<file path="src/rtl/set_mon_pkg.sv">
// -----------------------------------------------------------------------------
// set_mon_pkg
// Shared definitions for the SET error monitor:
//   - default parameter values for the monitor and its channel counters
//   - popcount over a MAX_W-bit vector
//   - saturating increment / saturating add limited to a runtime width
// Operands are carried at MAX_W bits; callers zero-extend on the way in and
// truncate on the way out, so every width up to MAX_W is covered.
// -----------------------------------------------------------------------------
package set_mon_pkg;

    localparam int DEF_N_CH  = 4;
    localparam int DEF_CNT_W = 16;
    localparam int DEF_WIN_W = 16;
    localparam int DEF_THR_W = 8;
    localparam int MAX_W     = 32;

    localparam logic [MAX_W-1:0] ONE_W = 1;

    // Number of set bits in v.
    function automatic logic [MAX_W-1:0] popcount(input logic [MAX_W-1:0] v);
        logic [MAX_W-1:0] n;
        n = '0;
        for (int i = 0; i < MAX_W; i++) begin
            n = n + {{(MAX_W-1){1'b0}}, v[i]};
        end
        return n;
    endfunction

    // All-ones value of a w-bit field (2^w - 1), w <= MAX_W.
    function automatic logic [MAX_W-1:0] sat_max(input int w);
        logic [MAX_W-1:0] m;
        m = '0;
        for (int i = 0; i < MAX_W; i++) begin
            if (i < w) m[i] = 1'b1;
        end
        return m;
    endfunction

    // v + 1, held at 2^w - 1 instead of wrapping.
    function automatic logic [MAX_W-1:0] sat_inc(input logic [MAX_W-1:0] v, input int w);
        logic [MAX_W-1:0] lim;
        lim = sat_max(w);
        return (v >= lim) ? lim : v + ONE_W;
    endfunction

    // a + b, held at 2^w - 1 instead of wrapping.
    function automatic logic [MAX_W-1:0] sat_add(input logic [MAX_W-1:0] a,
                                                 input logic [MAX_W-1:0] b,
                                                 input int               w);
        logic [MAX_W-1:0] lim;
        logic [MAX_W:0]   s;
        lim = sat_max(w);
        s   = {1'b0, a} + {1'b0, b};
        return (s > {1'b0, lim}) ? lim : s[MAX_W-1:0];
    endfunction

endpackage

</file>
<file path="src/rtl/set_ch_counter.sv">
// -----------------------------------------------------------------------------
// set_ch_counter
// One monitored channel: saturating error counter, sticky "error seen" bit and
// a combinational strobe marking the cycle in which the sticky bit is about
// to go 0->1.
// Ports:
//   clk_i, rst_i    clock, synchronous active-high reset
//   clr_i           clear counter and sticky bit (wins over err_i)
//   err_i           registered, already-masked error flag for this channel
//   cnt_o           saturating error count
//   sticky_o        error seen since last clear/reset
//   new_sticky_o    sticky bit sets on this edge (first error since clear)
// -----------------------------------------------------------------------------
module set_ch_counter
    import set_mon_pkg::*;
#(
    parameter int CNT_W = DEF_CNT_W
) (
    input  logic             clk_i,
    input  logic             rst_i,
    input  logic             clr_i,
    input  logic             err_i,
    output logic [CNT_W-1:0] cnt_o,
    output logic             sticky_o,
    output logic             new_sticky_o
);

    logic [CNT_W-1:0] cnt_q, cnt_d;
    logic             sticky_q, sticky_d;

    // NOTE: every variable gets its hold value first so no path leaves it
    // unassigned; that is what keeps always_comb from inferring a latch.
    always_comb begin
        cnt_d    = cnt_q;
        sticky_d = sticky_q;
        if (clr_i) begin
            cnt_d    = '0;
            sticky_d = 1'b0;
        end else if (err_i) begin
            cnt_d    = CNT_W'(sat_inc(MAX_W'(cnt_q), CNT_W));
            sticky_d = 1'b1;
        end
    end

    // NOTE: non-blocking assignments in clocked blocks so every flop samples
    // the pre-edge value of its inputs regardless of statement order.
    always_ff @(posedge clk_i) begin
        if (rst_i) begin
            cnt_q    <= '0;
            sticky_q <= 1'b0;
        end else begin
            cnt_q    <= cnt_d;
            sticky_q <= sticky_d;
        end
    end

    assign cnt_o        = cnt_q;
    assign sticky_o     = sticky_q;
    // A clear in the same cycle discards the error, so it cannot interrupt.
    assign new_sticky_o = err_i & ~sticky_q & ~clr_i;

endmodule

</file>
<file path="src/rtl/set_err_monitor.sv">
// -----------------------------------------------------------------------------
// set_err_monitor
// Aggregates per-channel single-event-transient error flags into per-channel
// saturating counters and sticky flags, a windowed burst alarm across all
// channels, and a one-cycle interrupt on new sticky bits or a new burst.
// Ports:
//   clk_i, rst_i    clock, synchronous active-high reset
//   en_i            monitor enable (errors ignored, window timer holds)
//   mask_i          per-channel ignore mask
//   error_i         per-channel detector flags, level per cycle
//   clr_i           clear counters, sticky flags, burst and window
//   win_len_i       window length in cycles, 0 disables windowing
//   thr_i           burst threshold, 0 disables burst detection
//   rd_ch_i         channel selected for count readout
//   rd_cnt_o        registered count of rd_ch_i (0 for out-of-range channel)
//   sticky_o        per-channel error-seen flags
//   burst_o         sticky burst alarm
//   irq_o           one-cycle interrupt
// -----------------------------------------------------------------------------
module set_err_monitor
    import set_mon_pkg::*;
#(
    parameter  int N_CH  = DEF_N_CH,
    parameter  int CNT_W = DEF_CNT_W,
    parameter  int WIN_W = DEF_WIN_W,
    parameter  int THR_W = DEF_THR_W,
    localparam int RD_W  = (N_CH > 1) ? $clog2(N_CH) : 1
) (
    input  logic             clk_i,
    input  logic             rst_i,
    input  logic             en_i,
    input  logic [N_CH-1:0]  mask_i,
    input  logic [N_CH-1:0]  error_i,
    input  logic             clr_i,
    input  logic [WIN_W-1:0] win_len_i,
    input  logic [THR_W-1:0] thr_i,
    input  logic [RD_W-1:0]  rd_ch_i,
    output logic [CNT_W-1:0] rd_cnt_o,
    output logic [N_CH-1:0]  sticky_o,
    output logic             burst_o,
    output logic             irq_o
);

    // Registered, masked error flags; every decision below is taken on these.
    logic [N_CH-1:0]  s1_q, s1_d;
    logic [WIN_W-1:0] win_t_q, win_t_d;
    logic [THR_W-1:0] win_sum_q, win_sum_d;
    logic             burst_q, burst_d;
    logic             irq_q, irq_d;
    logic [CNT_W-1:0] rd_cnt_q, rd_cnt_d;

    logic [CNT_W-1:0] cnt [N_CH];
    logic [N_CH-1:0]  new_sticky;

    logic             wrap;
    logic [THR_W-1:0] sum_sat;
    logic             burst_hit;

    // ---------------------------------------------------------------- channels
    for (genvar g = 0; g < N_CH; g++) begin : g_ch
        set_ch_counter #(
            .CNT_W (CNT_W)
        ) u_ch (
            .clk_i        (clk_i),
            .rst_i        (rst_i),
            .clr_i        (clr_i),
            .err_i        (s1_q[g]),
            .cnt_o        (cnt[g]),
            .sticky_o     (sticky_o[g]),
            .new_sticky_o (new_sticky[g])
        );
    end

    // ------------------------------------------------------- window and burst
    always_comb begin
        s1_d = en_i ? (error_i & ~mask_i) : '0;

        // A length shrunk below the current position wraps on the next edge.
        wrap = (win_len_i != '0) && (win_t_q >= win_len_i - WIN_W'(1));

        // The wrap-cycle errors join the compare before the sum restarts.
        sum_sat   = THR_W'(sat_add(MAX_W'(win_sum_q), popcount(MAX_W'(s1_q)), THR_W));
        burst_hit = (thr_i != '0) && (sum_sat >= thr_i);

        win_t_d   = win_t_q;
        win_sum_d = sum_sat;
        if (en_i) begin
            if (win_len_i == '0 || wrap) begin
                win_t_d = '0;
            end else begin
                win_t_d = win_t_q + WIN_W'(1);
            end
            if (wrap) win_sum_d = '0;
        end

        burst_d = burst_q | burst_hit;
        irq_d   = (|new_sticky) | (burst_hit & ~burst_q);

        // Clear discards the s1 consumed on this edge; s1_d still captures.
        if (clr_i) begin
            win_t_d   = '0;
            win_sum_d = '0;
            burst_d   = 1'b0;
            irq_d     = 1'b0;
        end
    end

    // --------------------------------------------------------------- readout
    always_comb begin
        rd_cnt_d = '0;
        for (int i = 0; i < N_CH; i++) begin
            if (32'(rd_ch_i) == i) rd_cnt_d = cnt[i];
        end
    end

    always_ff @(posedge clk_i) begin
        if (rst_i) begin
            s1_q      <= '0;
            win_t_q   <= '0;
            win_sum_q <= '0;
            burst_q   <= 1'b0;
            irq_q     <= 1'b0;
            rd_cnt_q  <= '0;
        end else begin
            s1_q      <= s1_d;
            win_t_q   <= win_t_d;
            win_sum_q <= win_sum_d;
            burst_q   <= burst_d;
            irq_q     <= irq_d;
            rd_cnt_q  <= rd_cnt_d;
        end
    end

    assign rd_cnt_o = rd_cnt_q;
    assign burst_o  = burst_q;
    assign irq_o    = irq_q;

endmodule

</file>
<file path="config.mk">
export PLATFORM = sky130hd
export DESIGN_NAME = set_err_monitor
export DESIGN_NICKNAME = d
export VERILOG_FILES = /design/src/rtl/set_mon_pkg.sv /design/src/rtl/set_ch_counter.sv /design/src/rtl/set_err_monitor.sv
export SDC_FILE = /design/constraint.sdc
export NUM_CORES = 1
export LEC_CHECK = 0
export ABC_AREA = 1
export CORE_UTILIZATION = 40
export CTS_CLUSTER_DIAMETER = 150
export DETAILED_ROUTE_END_ITERATION = 10
export PLACE_DENSITY = 0.64
export SLEW_MARGIN = 20
export SYNTH_ARGS = -nofsm -noshare
export SYNTH_HDL_FRONTEND = slang
export SYNTH_SLANG_ARGS = --single-unit
</file>
<file path="constraint.sdc">
create_clock -name clk_i -period 3.7 [get_ports clk_i]
set_input_delay 0.74 -clock clk_i [delete_from_list [all_inputs] [get_ports clk_i]]
set_output_delay 0.74 -clock clk_i [all_outputs]
set_load 0.02 [all_outputs]
</file>
Word-level counts from Yosys, hierarchy flattened
Cells that the tools add are included.

Reduce and logical (&&, ||, !) cells: 10. Bitwise operators: 20. Mux-type cells: 20. Add/sub/neg operators: 10. Equal/unequal tests: 3. Order comparisons: 7.

Operators by type and width (count): 16-bit 2-to-1 mux (9); 16-bit by 1-bit adder with 16-bit output, second input constant (5); 16-bit greater-or-equal comparator (5); 8-bit 2-to-1 mux (3); 16-bit zero test (1); 16-bit nonzero test (1); 16-bit by 1-bit subtractor with 16-bit output, second input constant (1); 8-bit by 4-bit adder with 9-bit output (1); 1-bit bitwise AND (9); 9-bit by 8-bit greater-than comparator with 1-bit output, second input constant (1); 8-bit greater-or-equal comparator (1); 1-bit 2-to-1 mux (8); 8-bit nonzero test (1); 1-bit NOT (7); 3-bit by 1-bit adder with 4-bit output (1); 4-bit bitwise AND (1); 2-bit equality test, second input constant (2); 4-bit NOT (1); 2-bit OR reduction (2); 4-bit OR reduction (1); 2-bit by 1-bit adder with 3-bit output (1); 1-bit by 1-bit adder with 2-bit output (1); 2-bit by 1-bit equality test with 1-bit output, second input constant (1); 1-bit logical AND (2); 3 further kinds (4).

Word-level logic and storage cells: 84. Flip-flop bits (word level): 114. Input bits: 38. Output and inout bits: 22.

Longest topological paths before layout
Gate-level depths: netlist of run 1.

Depth in word-level cells: 10. Mapped depth: 22. Mapped depth without buffers: 22.

Modules after synthesis
A second synthesis of run 1 with hierarchy kept.

Cell total of the unflattened synthesis: 976. Area total of the unflattened synthesis: 6915.4 µm².

Modules (own cells, without submodules): set_ch_counter (area an instance 909.6 µm², seq. area each 340.3 µm², instances 4, cells each 130); set_err_monitor (area an instance 3276.9 µm², seq. area each 920.9 µm², instances 1, cells each 456).

Worst setup path after synthesis of run 1
OpenSTA, ideal clock, no wires.

Kind: register to register. Start point: reg s1_q[0]. End point: reg irq_q, in the netlist irq_o. Path buffers: 0. Cell stages (with the launch flop): 22. Library setup time: 0.132 ns. Data arrival time: 2.975 ns. Slack: 0.592 ns. Required time: 3.568 ns. Period minus slack after synthesis: 3.108 ns. Cells stage by stage: dfxtp_1 -> fa_1 -> inv_1 -> fa_1 -> inv_1 -> fa_1 -> nand2_1 -> nor2_1 -> nand3_1 -> inv_1 -> nand2_1 -> nor2_4 -> inv_2 -> o21ai_0 -> a21oi_1 -> inv_1 -> ha_1 -> a21oi_1 -> o21a_1 -> nand3_1 -> nand3_1 -> a21oi_1.

Word-level cells in the longest chain between the ends: 10. Elaborated cells on any way between the ends: 13. Those cells by class: add/sub (4); order compare (2); mux (1); bitwise (4); reduce/logical (2).

RTL lines: from (decl) (RTL line set_err_monitor.sv:45) `logic [N_CH-1:0] s1_q, s1_d;`; from (signal assigned) (RTL line set_err_monitor.sv:118) `s1_q <= '0;`; from (signal assigned) (RTL line set_err_monitor.sv:125) `s1_q <= s1_d;`; 1-bit by 1-bit adder with 2-bit output (RTL line set_mon_pkg.sv:25) `n = n + {{(MAX_W-1){1'b0}}, v[i]};`; 2-bit by 1-bit adder with 3-bit output (RTL line set_mon_pkg.sv:25); 3-bit by 1-bit adder with 4-bit output (RTL line set_mon_pkg.sv:25); 8-bit by 4-bit adder with 9-bit output (RTL line set_mon_pkg.sv:54) `s = {1'b0, a} + {1'b0, b};`; 9-bit by 8-bit greater-than comparator with 1-bit output (RTL line set_mon_pkg.sv:55) `return (s > {1'b0, lim}) ? lim : s[MAX_W-1:0];`; 8-bit 2-to-1 mux (RTL line set_mon_pkg.sv:55); 8-bit greater-or-equal comparator (RTL line set_err_monitor.sv:83) `burst_hit = (thr_i != '0) && (sum_sat >= thr_i);`; 1-bit logical AND (RTL line set_err_monitor.sv:83); 1-bit bitwise AND (RTL line set_err_monitor.sv:97) `irq_d = (|new_sticky) | (burst_hit & ~burst_q);`; 1-bit bitwise OR * (RTL line set_err_monitor.sv:97); to (signal assigned) (RTL line set_err_monitor.sv:129) `irq_q <= irq_d;`; to (decl) (RTL line set_err_monitor.sv:49) `logic irq_q, irq_d;`.

Every way passes the cells marked *; elsewhere a longest branch is shown, timed or not. A chain may end at the register's enable or synchronous reset.

Final worst setup path of run 1
Start point: reg s1_q[0]. End point: reg burst_q, in the netlist burst_o.

Word-level cells in the longest chain between the ends: 9.

RTL lines: 1-bit by 1-bit adder with 2-bit output * (RTL line set_mon_pkg.sv:25); 2-bit by 1-bit adder with 3-bit output * (RTL line set_mon_pkg.sv:25); 3-bit by 1-bit adder with 4-bit output * (RTL line set_mon_pkg.sv:25); 8-bit by 4-bit adder with 9-bit output * (RTL line set_mon_pkg.sv:54); 9-bit by 8-bit greater-than comparator with 1-bit output (RTL line set_mon_pkg.sv:55); 8-bit 2-to-1 mux * (RTL line set_mon_pkg.sv:55); 8-bit greater-or-equal comparator * (RTL line set_err_monitor.sv:83); 1-bit logical AND * (RTL line set_err_monitor.sv:83); 1-bit bitwise OR * (RTL line set_err_monitor.sv:96) `burst_d = burst_q | burst_hit;`; to (signal assigned) (RTL line set_err_monitor.sv:128) `burst_q <= burst_d;`; to (decl) (RTL line set_err_monitor.sv:48) `logic burst_q, burst_d;`.

Marked as above.

==> results of run 1 <==
## metrics by stage
step	hold WS, ps	power [mW]	util	setup TNS (ps)	cells
after floorplan	447	1.37	-	0	912
after global placement	473	1.45	0.460	0	1171
after detailed placement	477	1.45	0.460	-4.54	1171
after CTS	488	3.16	0.499	0	1203
after global routing	536	3.24	0.501	-3.77	1206
final	481	3.14	0.501	0	1206
## registers in the layout, summed over array words and instances, names as in the netlist
register / count
burst_o: 1
g_ch.u_ch.cnt_o: 64
g_ch.u_ch.sticky_o: 4
irq_o: 1
rd_cnt_o: 16
s1_q: 4
win_sum_q: 8
win_t_q: 16
## worst min path at each step
stage | from | end | slack (ps) | cells after the start
finish | g_ch[0].u_ch.sticky_o$_SDFFE_PP0P_ | g_ch[0].u_ch.sticky_o$_SDFFE_PP0P_ | 480 | 2
global route | g_ch[0].u_ch.sticky_o$_SDFFE_PP0P_ | g_ch[0].u_ch.sticky_o$_SDFFE_PP0P_ | 540 | 2
CTS | g_ch[0].u_ch.sticky_o$_SDFFE_PP0P_ | g_ch[0].u_ch.sticky_o$_SDFFE_PP0P_ | 490 | 2
detailed placement | g_ch[0].u_ch.sticky_o$_SDFFE_PP0P_ | g_ch[0].u_ch.sticky_o$_SDFFE_PP0P_ | 480 | 2
global placement | burst_o$_SDFF_PP0_ | burst_o$_SDFF_PP0_ | 470 | 2
floorplan | g_ch[1].u_ch.sticky_o$_SDFFE_PP0P_ | g_ch[1].u_ch.sticky_o$_SDFFE_PP0P_ | 450 | 2
## cell families after synthesis
kind of cell             synth area share
buffers and inverters               0.103
XOR/XNOR                           0.0602
multiplexers                      0.00153
flip-flops                          0.349
adder cells (fa/ha/maj)            0.0684
AO/OA/AOI/OAI                       0.131
AND/OR/NAND/NOR                     0.287
## timing repair
action	CTS	global route
setup buffers	0	3
setup endpoints to repair	0	2
resized for setup	0	4
## routing by layer
layer	share of wire	track usage	wire [microns]	vias up
li1	-	-	-	3110
met1	0.49	0.257	7720	2691
met2	0.45	0.320	7070	138
met3	0.042	0.0459	659	23
met4	0.018	0.0732	280	0
met5	0	0	0	-
## power by group through the flow
stage | sequential [mW] | combinational [mW] | clock (mW)
after floorplan | 1.27 | 0.0961 | 0
after global placement | 1.27 | 0.181 | 0
after detailed placement | 1.27 | 0.181 | 0
after CTS | 1.24 | 0.182 | 1.74
after global routing | 1.24 | 0.203 | 1.80
final | 1.24 | 0.182 | 1.72
## final cells by class
cell class / instances / area [sq um] / share of cell area
clock inverters: 9 / 126 / 0.0158
flip-flops and latches: 114 / 2280 / 0.286
multi-input cells: 631 / 3600 / 0.451
clock buffers: 23 / 498 / 0.0624
inverters: 144 / 541 / 0.0677
repair buffers: 69 / 666 / 0.0834
well taps: 216 / 270 / 0.0339
## worst max-delay path, stage by stage (launching register included)
cell and delay, ps:
dfxtp_1 330, fa_1 530, inv_1 50, fa_1 400
inv_2 80, fa_2 190, nand2_1 80, nor2_2 140
nand3_1 110, inv_1 80, nand2_1 90, nor2_4 180
inv_2 50, o21ai_0 70, a21oi_1 70, inv_1 70
ha_1 240, a21oi_2 140, o21a_1 110, nand3_1 110
nand2_1 80, a21oi_1 60
## layout by cell type, fill, tap and decap left out, drive strengths merged, types with 9 or more instances in the layout
master	instances
ha	31
a21oi	64
dfxtp	114
nor3	22
buf	10
xor2	36
clkbuf	23
nand2	170
clkdlybuf4s50	59
nor2	116
xnor2	9
nand3	52
o22ai	12
nand4	20
a31oi	16
inv	143
o21ai	44
==> summary.md, run 1 <==
| Metric | Value |
|---|---|
| Die area | `between 15000 and 20000 sq um` |
| Critical path endpoint category | `register` |
| Setup Viol. Count Final | `0` |
| Num CTS Buffers | `17` |
| Post-synth ARST share | `0` |
| Via/cell ratio | `4.94` |
| Clock power frac | `0.547` |
| Root buf cell | `clkbuf_16` |
| Antenna cells | `0` |
| CP required | `3980 ps` |
| IO buf count | `59` |
| Final net count | `approximately 1000` |
| Crit path launch type | `register` |
| FF+latch count, synth | `114` |
| Most common cell in the netlist | `nand2_1` |
| Post-DP HPWL | `11700 microns` |
| Clock sinks | `114` |
| Crit path to | `burst_o$_SDFF_PP0_` |
| Critical path class | `register to register` |
| Area Growth Syn to Fin | `21.9%` |
| Final WL | `about 16000 microns` |
| Top cell type's share of synthesized area | `0.349` |
| Fraction of power spent switching nets | `0.217` |
| Combinational Power Share | `0.058` |
| GRT overflow | `0` |
| Tmin final | `roughly 3400 ps` |
| Worst slew pin tran | `566 ps` |
| Max FO, Critical Path | `6` |
| Cell variety after synth | `45` |
| Status | `finished, final reports clean` |
| Post-route ant nets | `0` |
| Path depth of the worst reg2reg path | `21` |
| P per Cell Area | `around 390 nW/um^2` |
| DR pass1 iterations | `5` |
| RR Endpoint | `burst_o$_SDFF_PP0_` |
| Yosys Warn Count | `0` |
| Clock Pin Slew Worst Setup and Hold Paths | `around 50 ps` |
| Leakage | `3.23 nW` |
| FMAX | `~300 MHz` |
| Pre-CTS WS | `-4.54 ps` |
| Reg2reg setup slack | `between 200 and 300 ps` |
| Synth top area cells | `dfxtp_1 (35%), nand2_1 (9.3%), inv_1 (8.0%), ha_1 (5.9%), nor2_1 (5.3%)` |
| Relative slew margins | `0.620` |
| Clk_lat worst skew | `420 ps` |
| Sequential Power Share | `0.395` |
| Worst Setup SP | `s1_q[0]$_SDFF_PP0_` |
| Worst Slack Setup Final | `284 ps` |
| Top_reg_cell synth | `dfxtp_1` |
| Hold Vio Cnt, Final | `0` |
| Hold Path Class | `register to register` |
| Filler cells | `1591` |
| Post-route cell area | `between 7000 and 8000 sq um` |
| Seq/Total Area, Yosys | `0.349` |
| Hold_buf cts | `0` |
| Share of layout cells above drive strength 1 | `0.0990` |
| Sw Pwr | `roughly 680 uW` |
| CTS tree | `done` |
| Worst EP arrival | `3690 ps` |
| Syn_area_per_cell | `between 7 and 8 sq um` |
| Largest net degree at the start of global routing | `48` |
| Number of max-cap violations | `0` |
| Period utilization | `0.923` |
| Overall Global Routing Usage | `0.198` |
| DP Area | `~7300 sq um` |
| Worst clock skew | `9.31 ps` |
| IO Pins | `60` |
| Leading post-synthesis cells by instance count | `nand2_1 (162), inv_1 (140), dfxtp_1 (114)` |
| Initial antenna violation count | `0` |
| Clock tree buffer depth | `2` |
| Die W | `130 microns` |
| Initial DRC Count | `380` |
| First-pass GRT wire length | `roughly 26000 microns` |
| Die Y | `130 microns` |
| Drt drc | `0` |
| Internal power | `2.46 mW` |
| Initial Util | `0.411` |
| CORE AREA | `15900 sq um` |
| Final slew viol count | `0` |
| Vias in the first global route | `5357` |
| Count of flip-flops with a built-in enable after synthesis | `0` |
| Reg-to-Reg Start | `s1_q[0]$_SDFF_PP0_` |
| Worst vdd ir | `349 uV` |
| Post-Syn Area | `approximately 6500 sq um` |
| Clock H-tree levels | `4` |
| Routed wire per std cell | `13.0 microns` |
| Yosys top cell by area | `dfxtp_1` |
| Vias | `slightly below 6000` |
| Post-Synthesis Cells | `912` |
| Net count after synthesis | `984` |
| Routability cong. | `0.848` |
| Row count | `46` |
Note: power is estimated with default switching activity, not from simulation.
==> inputs of run 2 (changes only) <==
- ABC_CLOCK_PERIOD_IN_PS: not set -> 3700
- GPL_ROUTABILITY_DRIVEN: not set -> 0
- PLACE_DENSITY: 0.64 -> not set
==> run 2 against run 1 <==
  * Combinational power is essentially flat
  * Design area grew 0.25%
  * First-iteration DRC count shrank 8.2%
  * Global-route usage shrank 0.13 points
  * Critical path depth is the same
  * Sequential share of layout area shrank 0.072 points
  * Sequential power is essentially flat
  * Die area is the same
  * Core utilization grew 0.13 points
  * Worst setup slack gained 51 ps
  * Critical endpoint is now irq_o$_SDFF_PP0_
  * Largest power group unchanged
  * Highest routed layer unchanged
==> summary.md, run 2 (synthesis gave the netlist of run 1 again) <==
| Metric | Value |
|---|---|
| Status | `finished, final reports clean` |
| Overall Global Routing Usage | `0.197 (-0.00129)` |
| Tmin final | `3360 ps (-51.2 ps)` |
| Die area | `16900 sq um (unchanged)` |
| Worst Slack Setup Final | `335 ps (+51.2 ps)` |
| Initial antenna violation count | `0 (unchanged)` |
| Final net count | `1048 (-0.095%)` |
| CP required | `3990 ps (about the same)` |
| Post-route ant nets | `0 (unchanged)` |
| CP dominant cell by count | `inv_1` |
| Worst EP arrival | `3650 ps (-40 ps)` |
| Routed wire per std cell | `12.8 microns (-2.0%)` |
| Num CTS Buffers | `17 (unchanged)` |
| Cells on Worst Hold Path | `2 (unchanged)` |
| Hold Slack | `478 ps (-3.28 ps)` |
| Worst path slowest cell | `fa_1` |
| Initial Util | `0.411 (unchanged)` |
| Commonest cells after routing, fill and taps aside | `nand2_1 (162), inv_1 (140), dfxtp_1 (114), nor2_1 (91), a21oi_1 (64)` |
| Slowest cell delay on critical path | `530 ps (about the same)` |
| Pre-CTS WS | `203 ps (+207 ps)` |
| Reg-to-Reg Start | `s1_q[0]$_SDFF_PP0_` |
| Relative slew margins | `0.575 (-0.0446)` |
| IO Pins | `60 (unchanged)` |
| Reg2reg setup slack | `340 ps (+50 ps)` |
| Area Growth Syn to Fin | `22.2%` |
| Crit path launch type | `register` |
| Drt drc | `0 (unchanged)` |
| Antenna cells | `0 (unchanged)` |
| Number of max-cap violations | `0 (unchanged)` |
| Post-route cell area | `8000 sq um (+0.25%)` |
| DP Area | `7350 sq um (+0.27%)` |
| Die W | `130 microns (unchanged)` |
| Die Y | `130 microns (unchanged)` |
| Vias | `5799 (-2.7%)` |
| CTS tree | `done` |
| Critical Path Stages | `21 (unchanged)` |
| RR Endpoint | `irq_o$_SDFF_PP0_` |
| Final slew viol count | `0 (unchanged)` |
| Vias in the first global route | `5317 (-0.75%)` |
| Post-DP HPWL | `11600 microns (-1.3%)` |
| CP top delay family | `adder cells` |
| Setup TNS | `0 ps (unchanged)` |
| Clock tree buffer depth | `2 (unchanged)` |
| Largest net degree at the start of global routing | `44 (-8.3%)` |
| P per Cell Area | `396 nW/um^2 (+0.76%)` |
| FMAX | `297 MHz (+1.5%)` |
| DR pass1 iterations | `5 (unchanged)` |
| Clock Pin Slew Worst Setup and Hold Paths | `50 ps (about the same)` |
| IO buf count | `59 (unchanged)` |
| Critical path endpoint category | `register` |
| Share of layout cells above drive strength 1 | `0.0962 (-0.00284)` |
| Clock H-tree levels | `4 (unchanged)` |
| CP Buf/Inv Count | `5 (unchanged)` |
| Path depth of the worst reg2reg path | `21 (unchanged)` |
| Final WL | `15400 microns (-2.1%)` |
| CORE AREA | `15900 sq um (unchanged)` |
| Critical path class | `register to register` |
| Row count | `46 (unchanged)` |
| Worst vdd ir | `332 uV (-4.9%)` |
| Setup Viol. Count Final | `0 (unchanged)` |
| CP cell instances | `fa_1 > inv_1 > fa_1 > inv_1 > fa_1 > nand2_1 > nor2_4 > nand3_2 > inv_1 > nand2_1 > nor2_4 > inv_2 > o21ai_0 > a21oi_1 > inv_1 > ha_1 > a21oi_1 > o21a_1 > nand3_1 > nand3_1 > a21oi_1` |
| GRT overflow | `0 (unchanged)` |
| Worst clock skew | `10.5 ps (+1.21 ps)` |
| Via/cell ratio | `4.82 (-2.6%)` |
| Max reg flops | `64 (unchanged)` |
| Min-Delay Startpoint | `burst_o$_SDFF_PP0_` |
| Initial DRC Count | `349 (-8.2%)` |
| Most common cell after layout, fill and taps aside | `nand2_1` |
| Hold Path Class | `register to register` |
| Period utilization | `0.909 (-0.0138)` |
| Root buf cell | `clkbuf_16` |
| Hold Vio Cnt, Final | `0 (unchanged)` |
| Clk_lat worst skew | `410 ps (about the same)` |
| Leakage | `3.23 nW (+0.16%)` |
| Max FO, Critical Path | `5 (-1)` |
| Clock sinks | `114 (unchanged)` |
| RSZ-0062 raised after global routing | `false` |
| First-pass GRT wire length | `25700 microns (-0.13%)` |
| Hold EP | `burst_o$_SDFF_PP0_` |
| Worst slew pin tran | `633 ps (+66.5 ps)` |
## run 2: worst min-delay path, delay by kind of cell (launching register included)
family	cells	cell delay, ps
compound gates	1	60
buf+inv	1	70
flops	1	300
## run 2: what timing repair did
action	CTS	global route
buffers inserted	0	1
hold buffers	0	0
endpoints found under the setup margin	0	2
resized for setup	0	3
## run 2: worst max-delay path by stage
stage,slack [ps],start,endpoint
global placement,290,s1_q[0]$_SDFF_PP0_,irq_o$_SDFF_PP0_
detailed placement,200,win_len_i[2],win_t_q[4]$_SDFFE_PP0P_
floorplan,590,s1_q[0]$_SDFF_PP0_,irq_o$_SDFF_PP0_
CTS,250,s1_q[0]$_SDFF_PP0_,irq_o$_SDFF_PP0_
finish,340,s1_q[0]$_SDFF_PP0_,irq_o$_SDFF_PP0_
global route,10,s1_q[0]$_SDFF_PP0_,irq_o$_SDFF_PP0_
## run 2: routing by layer
| metal | share of wire | global-route usage | up-vias |
|---|---|---|---|
| met5 | 0 | 0 | - |
| li1 | - | - | 3106 |
| met2 | 0.46 | 0.314 | 107 |
| met3 | 0.043 | 0.0480 | 12 |
| met1 | 0.49 | 0.264 | 2574 |
| met4 | 0.012 | 0.0540 | 0 |
## run 2: report_power, final
group	leakage (nW)	total, mW	switching, mW	internal [mW]
clock network	0.311	1.75	0.558	1.19
registers	0.920	1.24	0.00489	1.24
logic	2.00	0.184	0.104	0.0805
total	3.23	3.17	0.667	2.51
## run 2: metrics by stage
stage          utilization  power (mW)  std cells
3_3_place_gp         0.461        1.45       1172
6_report             0.502        3.17       1204
5_1_grt              0.502        3.28       1204
4_1_cts              0.501        3.20       1203
2_1_floorplan            -        1.37        912
3_5_place_dp         0.461        1.45       1172
## run 2: layout make-up
cell class | instances | area, sq um
fill | 1598 | 7940
clock inverter | 10 | 155
multi-input combinational | 631 | 3600
inverter | 144 | 541
tap | 216 | 270
sequential | 114 | 2280
timing repair buffer | 68 | 671
clock buffer | 21 | 480
